File: config.mk
export PLATFORM = sky130hd
export DESIGN_NAME = display_seq
export DESIGN_NICKNAME = d
export VERILOG_FILES = /design/src/rtl/display_seq.sv
export SDC_FILE = /design/constraint.sdc
export NUM_CORES = 1
export LEC_CHECK = 0
export CAP_MARGIN = 40
export CORE_MARGIN = 2
export CORE_UTILIZATION = 56
export DETAILED_ROUTE_END_ITERATION = 10
export DONT_BUFFER_PORTS = 1
export GPL_TIMING_DRIVEN = 1
export PLACE_DENSITY = 0.8
export RECOVER_POWER = 50
export SETUP_SLACK_MARGIN = 0.05
export SKIP_CTS_REPAIR_TIMING = 1
export SLEW_MARGIN = 25
export SYNTH_ARGS = -nofsm -noshare
export SYNTH_HDL_FRONTEND = slang
export SYNTH_SLANG_ARGS = --single-unit
File: constraint.sdc
create_clock -name clock -period 3.25 [get_ports clock]
set_input_delay 0.325 -clock clock [delete_from_list [all_inputs] [get_ports clock]]
set_output_delay 0.325 -clock clock [all_outputs]
set_load 0.1 [all_outputs]
File: src/rtl/display_seq.sv
`default_nettype none
// =============================================================================
// display_seq : drives HEX message address and level bit from game events
// Rev 1.0
// =============================================================================
module display_seq #(
    parameter int T_LEVEL  = 50_000_000,
    parameter int T_BLINK  = 12_500_000,
    parameter int N_BLINKS = 3
) (
    input  logic       clock,
    input  logic       reset,
    input  logic       iniciar,
    input  logic       nivel_in,
    input  logic       fim_vitoria,
    input  logic       fim_derrota,
    output logic [1:0] displayAddr,
    output logic       nivel,
    output logic       pronto,
    output logic       ocupado
);

    localparam int T_MAX = (T_LEVEL > T_BLINK) ? T_LEVEL : T_BLINK;
    localparam int PW    = (T_MAX > 1) ? $clog2(T_MAX) : 1;
    localparam int BW    = $clog2(N_BLINKS + 1);

    localparam logic [PW-1:0] LEVEL_LAST = PW'(T_LEVEL - 1);
    localparam logic [PW-1:0] BLINK_LAST = PW'(T_BLINK - 1);
    localparam logic [PW-1:0] PH_ZERO    = '0;
    localparam logic [PW-1:0] PH_ONE     = PW'(1);
    localparam logic [BW-1:0] BL_FINAL   = BW'(N_BLINKS - 1);
    localparam logic [BW-1:0] BL_ZERO    = '0;
    localparam logic [BW-1:0] BL_ONE     = BW'(1);

    localparam logic [1:0] ADDR_LEVEL = 2'b00;
    localparam logic [1:0] ADDR_WIN   = 2'b01;
    localparam logic [1:0] ADDR_LOSS  = 2'b10;
    localparam logic [1:0] ADDR_BLANK = 2'b11;

    localparam logic [2:0] S_IDLE      = 3'd0;
    localparam logic [2:0] S_SHOW      = 3'd1;
    localparam logic [2:0] S_PLAY      = 3'd2;
    localparam logic [2:0] S_BLINK_ON  = 3'd3;
    localparam logic [2:0] S_BLINK_OFF = 3'd4;
    localparam logic [2:0] S_HOLD      = 3'd5;

    logic [2:0]    state,  state_n;
    logic [PW-1:0] phase,  phase_n;
    logic [BW-1:0] blinks, blinks_n;
    logic [1:0]    res,    res_n;
    logic          nivel_n;
    logic          pronto_n;
    logic          ocupado_n;
    logic [1:0]    addr_n;
    logic          start;

    always_comb begin
        state_n  = state;
        phase_n  = phase;
        blinks_n = blinks;
        res_n    = res;
        nivel_n  = nivel;
        pronto_n = 1'b0;
        start    = 1'b0;

        case (state)
            S_IDLE: begin
                start = iniciar;
            end
            S_SHOW: begin
                if (phase == LEVEL_LAST) begin
                    state_n  = S_PLAY;
                    phase_n  = PH_ZERO;
                    pronto_n = 1'b1;
                end else begin
                    phase_n = phase + PH_ONE;
                end
            end
            S_PLAY: begin
                // A game event outranks a simultaneous restart; loss outranks win.
                if (fim_derrota || fim_vitoria) begin
                    res_n    = fim_derrota ? ADDR_LOSS : ADDR_WIN;
                    state_n  = S_BLINK_ON;
                    phase_n  = PH_ZERO;
                    blinks_n = BL_ZERO;
                end else begin
                    start = iniciar;
                end
            end
            S_BLINK_ON: begin
                if (iniciar) begin
                    start = 1'b1;
                end else if (phase == BLINK_LAST) begin
                    phase_n  = PH_ZERO;
                    blinks_n = blinks + BL_ONE;
                    state_n  = (blinks == BL_FINAL) ? S_HOLD : S_BLINK_OFF;
                end else begin
                    phase_n = phase + PH_ONE;
                end
            end
            S_BLINK_OFF: begin
                if (iniciar) begin
                    start = 1'b1;
                end else if (phase == BLINK_LAST) begin
                    phase_n = PH_ZERO;
                    state_n = S_BLINK_ON;
                end else begin
                    phase_n = phase + PH_ONE;
                end
            end
            S_HOLD: begin
                start = iniciar;
            end
            default: begin
                state_n = S_IDLE;
                phase_n = PH_ZERO;
            end
        endcase

        if (start) begin
            state_n  = S_SHOW;
            phase_n  = PH_ZERO;
            blinks_n = BL_ZERO;
            nivel_n  = nivel_in;
        end
    end

    // Outputs are derived from the next state so they appear right after the edge.
    always_comb begin
        addr_n    = ADDR_BLANK;
        ocupado_n = 1'b0;
        case (state_n)
            S_SHOW: begin
                addr_n    = ADDR_LEVEL;
                ocupado_n = 1'b1;
            end
            S_BLINK_ON: begin
                addr_n    = res_n;
                ocupado_n = 1'b1;
            end
            S_BLINK_OFF: begin
                ocupado_n = 1'b1;
            end
            S_HOLD: begin
                addr_n = res_n;
            end
            default: begin
                addr_n    = ADDR_BLANK;
                ocupado_n = 1'b0;
            end
        endcase
    end

    always_ff @(posedge clock or posedge reset) begin
        if (reset) begin
            state       <= S_IDLE;
            phase       <= PH_ZERO;
            blinks      <= BL_ZERO;
            res         <= ADDR_BLANK;
            nivel       <= 1'b0;
            pronto      <= 1'b0;
            ocupado     <= 1'b0;
            displayAddr <= ADDR_BLANK;
        end else begin
            state       <= state_n;
            phase       <= phase_n;
            blinks      <= blinks_n;
            res         <= res_n;
            nivel       <= nivel_n;
            pronto      <= pronto_n;
            ocupado     <= ocupado_n;
            displayAddr <= addr_n;
        end
    end

endmodule
`default_nettype wire
==> impl_metrics.py <==
metrics = {
    "timing": {
        "fin_worst_skew_ps": 10.40,
        "min_period_over_period_pct": 79.69,
        "slew_headroom_pct": 41.25,
        "tns_ps": 0,
        "rsz0062_at_grt": "false",
        "worstMarginPinSlew_ps": 881.2,
        "hold_viol": 13,
        "fin_hold_ws_ps": -61.77,
        "maxSlewViolCount": 0,
        "max_freq_mhz": 386.1,
        "worst_slack_ps": 660.2,
        "setup-violations-final": 0,
        "period_needed_ps": 2590,
    },
    "floorplanning": {
        "ioPinCount": 11,
        "core-area_sq_mm": 0.003744,
        "die_area_sq_mm": 0.004524,
        "die_x_um": 67.26,
        "floorplan.initialDensity_pct": 59.86,
        "die_h_um": 67.26,
        "rows": 22,
    },
    "global_route": {
        "grt_pass1_vias": 1698,
        "grt_pass1_wl_mm": 7.955,
        "grt-ovfl-total": 0,
        "grt_use_total_pct": 23.60,
        "grt_max_degree": 20,
        "antenna_found_initial": 0,
    },
    "finish": {
        "layout.area.seq_sq_um": 955.9,
        "drive_gt1_share_pct": 12.00,
        "final_util_pct": 64.04,
        "multi_input_area_sq_mm": 0.001175,
        "area_growth_pct": 6.979,
        "diodes": 0,
        "final_net_count": 257,
        "fill_cells": 304,
    },
    "yosys": {
        "synthTopCellsByArea": "dfrtp_1 (38%), xnor2_1 (5.5%), dfstp_2 (4.7%)",
        "synth_edf_count": 0,
        "synthArstFlopShare_pct": 100.0,
        "synth_nets": 257,
        "synthCells": 249,
        "synth_top_family_by_area": "simple AND/OR/NAND/NOR gates",
        "yosysTopAreaCellShare_pct": 37.97,
        "ys_top_cells_by_count": "dfrtp_1 (34), nor2_1 (25), nand2_1 (19), o21ai_0 (18), nor3_1 (15)",
        "ys_dominant_reg_cell": "dfrtp_1",
        "yosys_warnings": 0,
        "synth.most_common_cell": "dfrtp_1",
        "yosys.area_share.simple_pct": 28.36,
        "synthAdderAreaFrac_pct": 1.117,
        "yosys.area.top_type": "dfrtp_1",
        "ys_seq_area_share_pct": 42.66,
        "synth_compound_area_share_pct": 15.80,
        "syn_avg_cell_area_sq_um": 9.000,
        "netlist_area_sq_mm": 0.002241,
        "synth_mux_area_share_pct": 0.5025,
        "synthXorXnorAreaFrac_pct": 6.644,
        "yosysUniqueCellTypes": 52,
        "synth-seq-cells": 38,
    },
    "status": {
        "run_status": "finished with violations",
        "violations": "hold timing",
    },
    "clock_network": {
        "insertion_delay_ps": 300,
        "cts_max_level": 2,
        "clk_pin_slew_ps": 80,
        "cts_tree": "built",
        "clockBufferDepth": 2,
        "cts_sinks": 38,
        "cts_buffers": 5,
        "ctsRootBufferMaster": "clkbuf_8",
    },
    "route": {
        "routed-via-count": 1831,
        "route.detailed.drc": 0,
        "ant_nets": 0,
        "drt_iter0_drc": 287,
        "viasPerCell": 6.144,
        "wl_per_cell_um": 15.78,
        "drtPass1Iterations": 5,
        "wirelength_mm": 4.702,
    },
    "placement": {
        "dp_hpwl_mm": 3.375,
        "preCtsSetupSlack_ps": 685.0,
        "place_congestion": 0.8656,
        "port_buffers": 0,
    },
    "setup_path": {
        "cp-end-kind": "flip-flop",
        "worstReg2RegStart": "phase[22]$_DFFE_PP0P_",
        "cp-start-kind": "flip-flop",
        "r2r_cells": 6,
        "reg2reg_to": "phase[17]$_DFFE_PP0P_",
        "crit_type": "reg2reg",
        "cp.arrival_ps": 2770,
        "critPathMaxFanout": 16,
        "worstPathRequired_ps": 3430,
        "regToRegSetupSlack_ps": 660,
    },
    "hold_path": {
        "hold_path_class": "in2async",
    },
    "run": {
        "drv_cap": 0,
    },
    "power": {
        "power_mw": 1.678,
        "ir_drop_mv": 0.4273,
        "p_leak_nw": 0.9164,
        "power_density_mw_per_mm2": 700.0,
    },
}
## power by group
group	leakage (nW)	internal [mW]	switching, mW	total, mW
Sequential	0.502	0.557	0.240	0.797
Clock	0.0714	0.328	0.176	0.504
Combinational	0.343	0.136	0.241	0.377
## state kept, by name, summed over array words and instances (netlist names)
signal / flops
displayAddr: 2
pronto: 1
nivel: 1
res: 2
blinks: 2
state: 3
phase: 26
ocupado: 1
## layer usage
| metal | track usage (%) | vias up | share of wire [%] |
|---|---|---|---|
| met4 | 10.20 | 0 | 1.9 |
| met1 | 33.37 | 863 | 45 |
| met5 | 0 | - | 0 |
| met2 | 35.15 | 74 | 46 |
| met3 | 4.667 | 11 | 6.6 |
| li1 | - | 883 | - |
## final cells by class
class | count | share of cell area [%]
multi-input cells | 188 | 49.01
clock buffers | 6 | 3.445
inverters | 13 | 2.035
repair buffers | 3 | 0.6263
clock inverters | 2 | 2.505
well taps | 48 | 2.505
flip-flops and latches | 38 | 39.87
## logic make-up after synthesis
| logic type | after synthesis |
|---|---|
| simple gates | 117 |
| xor+xnor | 17 |
| fa+ha+maj | 2 |
| flops | 38 |
| mux | 1 |
| compound gates | 51 |
| buf+inv | 23 |
## per-stage QoR
step,cells,cell area [sq um]
3_5_place_dp,290,2270
6_report,298,2397
2_1_floorplan,249,2241
3_3_place_gp,289,2255
4_1_cts,298,2412
5_1_grt,298,2397
## critical path, stage by stage, from the launching register on
cell	delay, ps
dfrtp_1	440
or4_1	510
or3_1	360
or3_1	510
o2bb2ai_4	250
nor2_8	300
nor2_1	90
## worst max-delay path by stage
stage | startpoint | end | depth (start not counted)
after floorplan | phase[22]$_DFFE_PP0P_ | phase[15]$_DFFE_PP0P_ | 8
after global placement | phase[22]$_DFFE_PP0P_ | phase[20]$_DFFE_PP0P_ | 6
final | phase[22]$_DFFE_PP0P_ | phase[17]$_DFFE_PP0P_ | 6
after global routing | phase[22]$_DFFE_PP0P_ | phase[9]$_DFFE_PP0P_ | 6
after CTS | phase[22]$_DFFE_PP0P_ | phase[17]$_DFFE_PP0P_ | 6
after detailed placement | phase[22]$_DFFE_PP0P_ | phase[25]$_DFFE_PP0P_ | 6
## layout by cell type, fill, tap and decap left out, drive strengths merged, types with 5 or more instances in the layout
cell	netlist	routed
nand4	5	5
xnor2	14	14
o21ai	19	19
dfrtp	34	34
or3	7	7
nor3	15	15
nor2	36	36
nand2	19	19
a21oi	11	11
inv	13	13
clkbuf	7	8
nand3	12	12
Power figures use the tool's default switching activity.
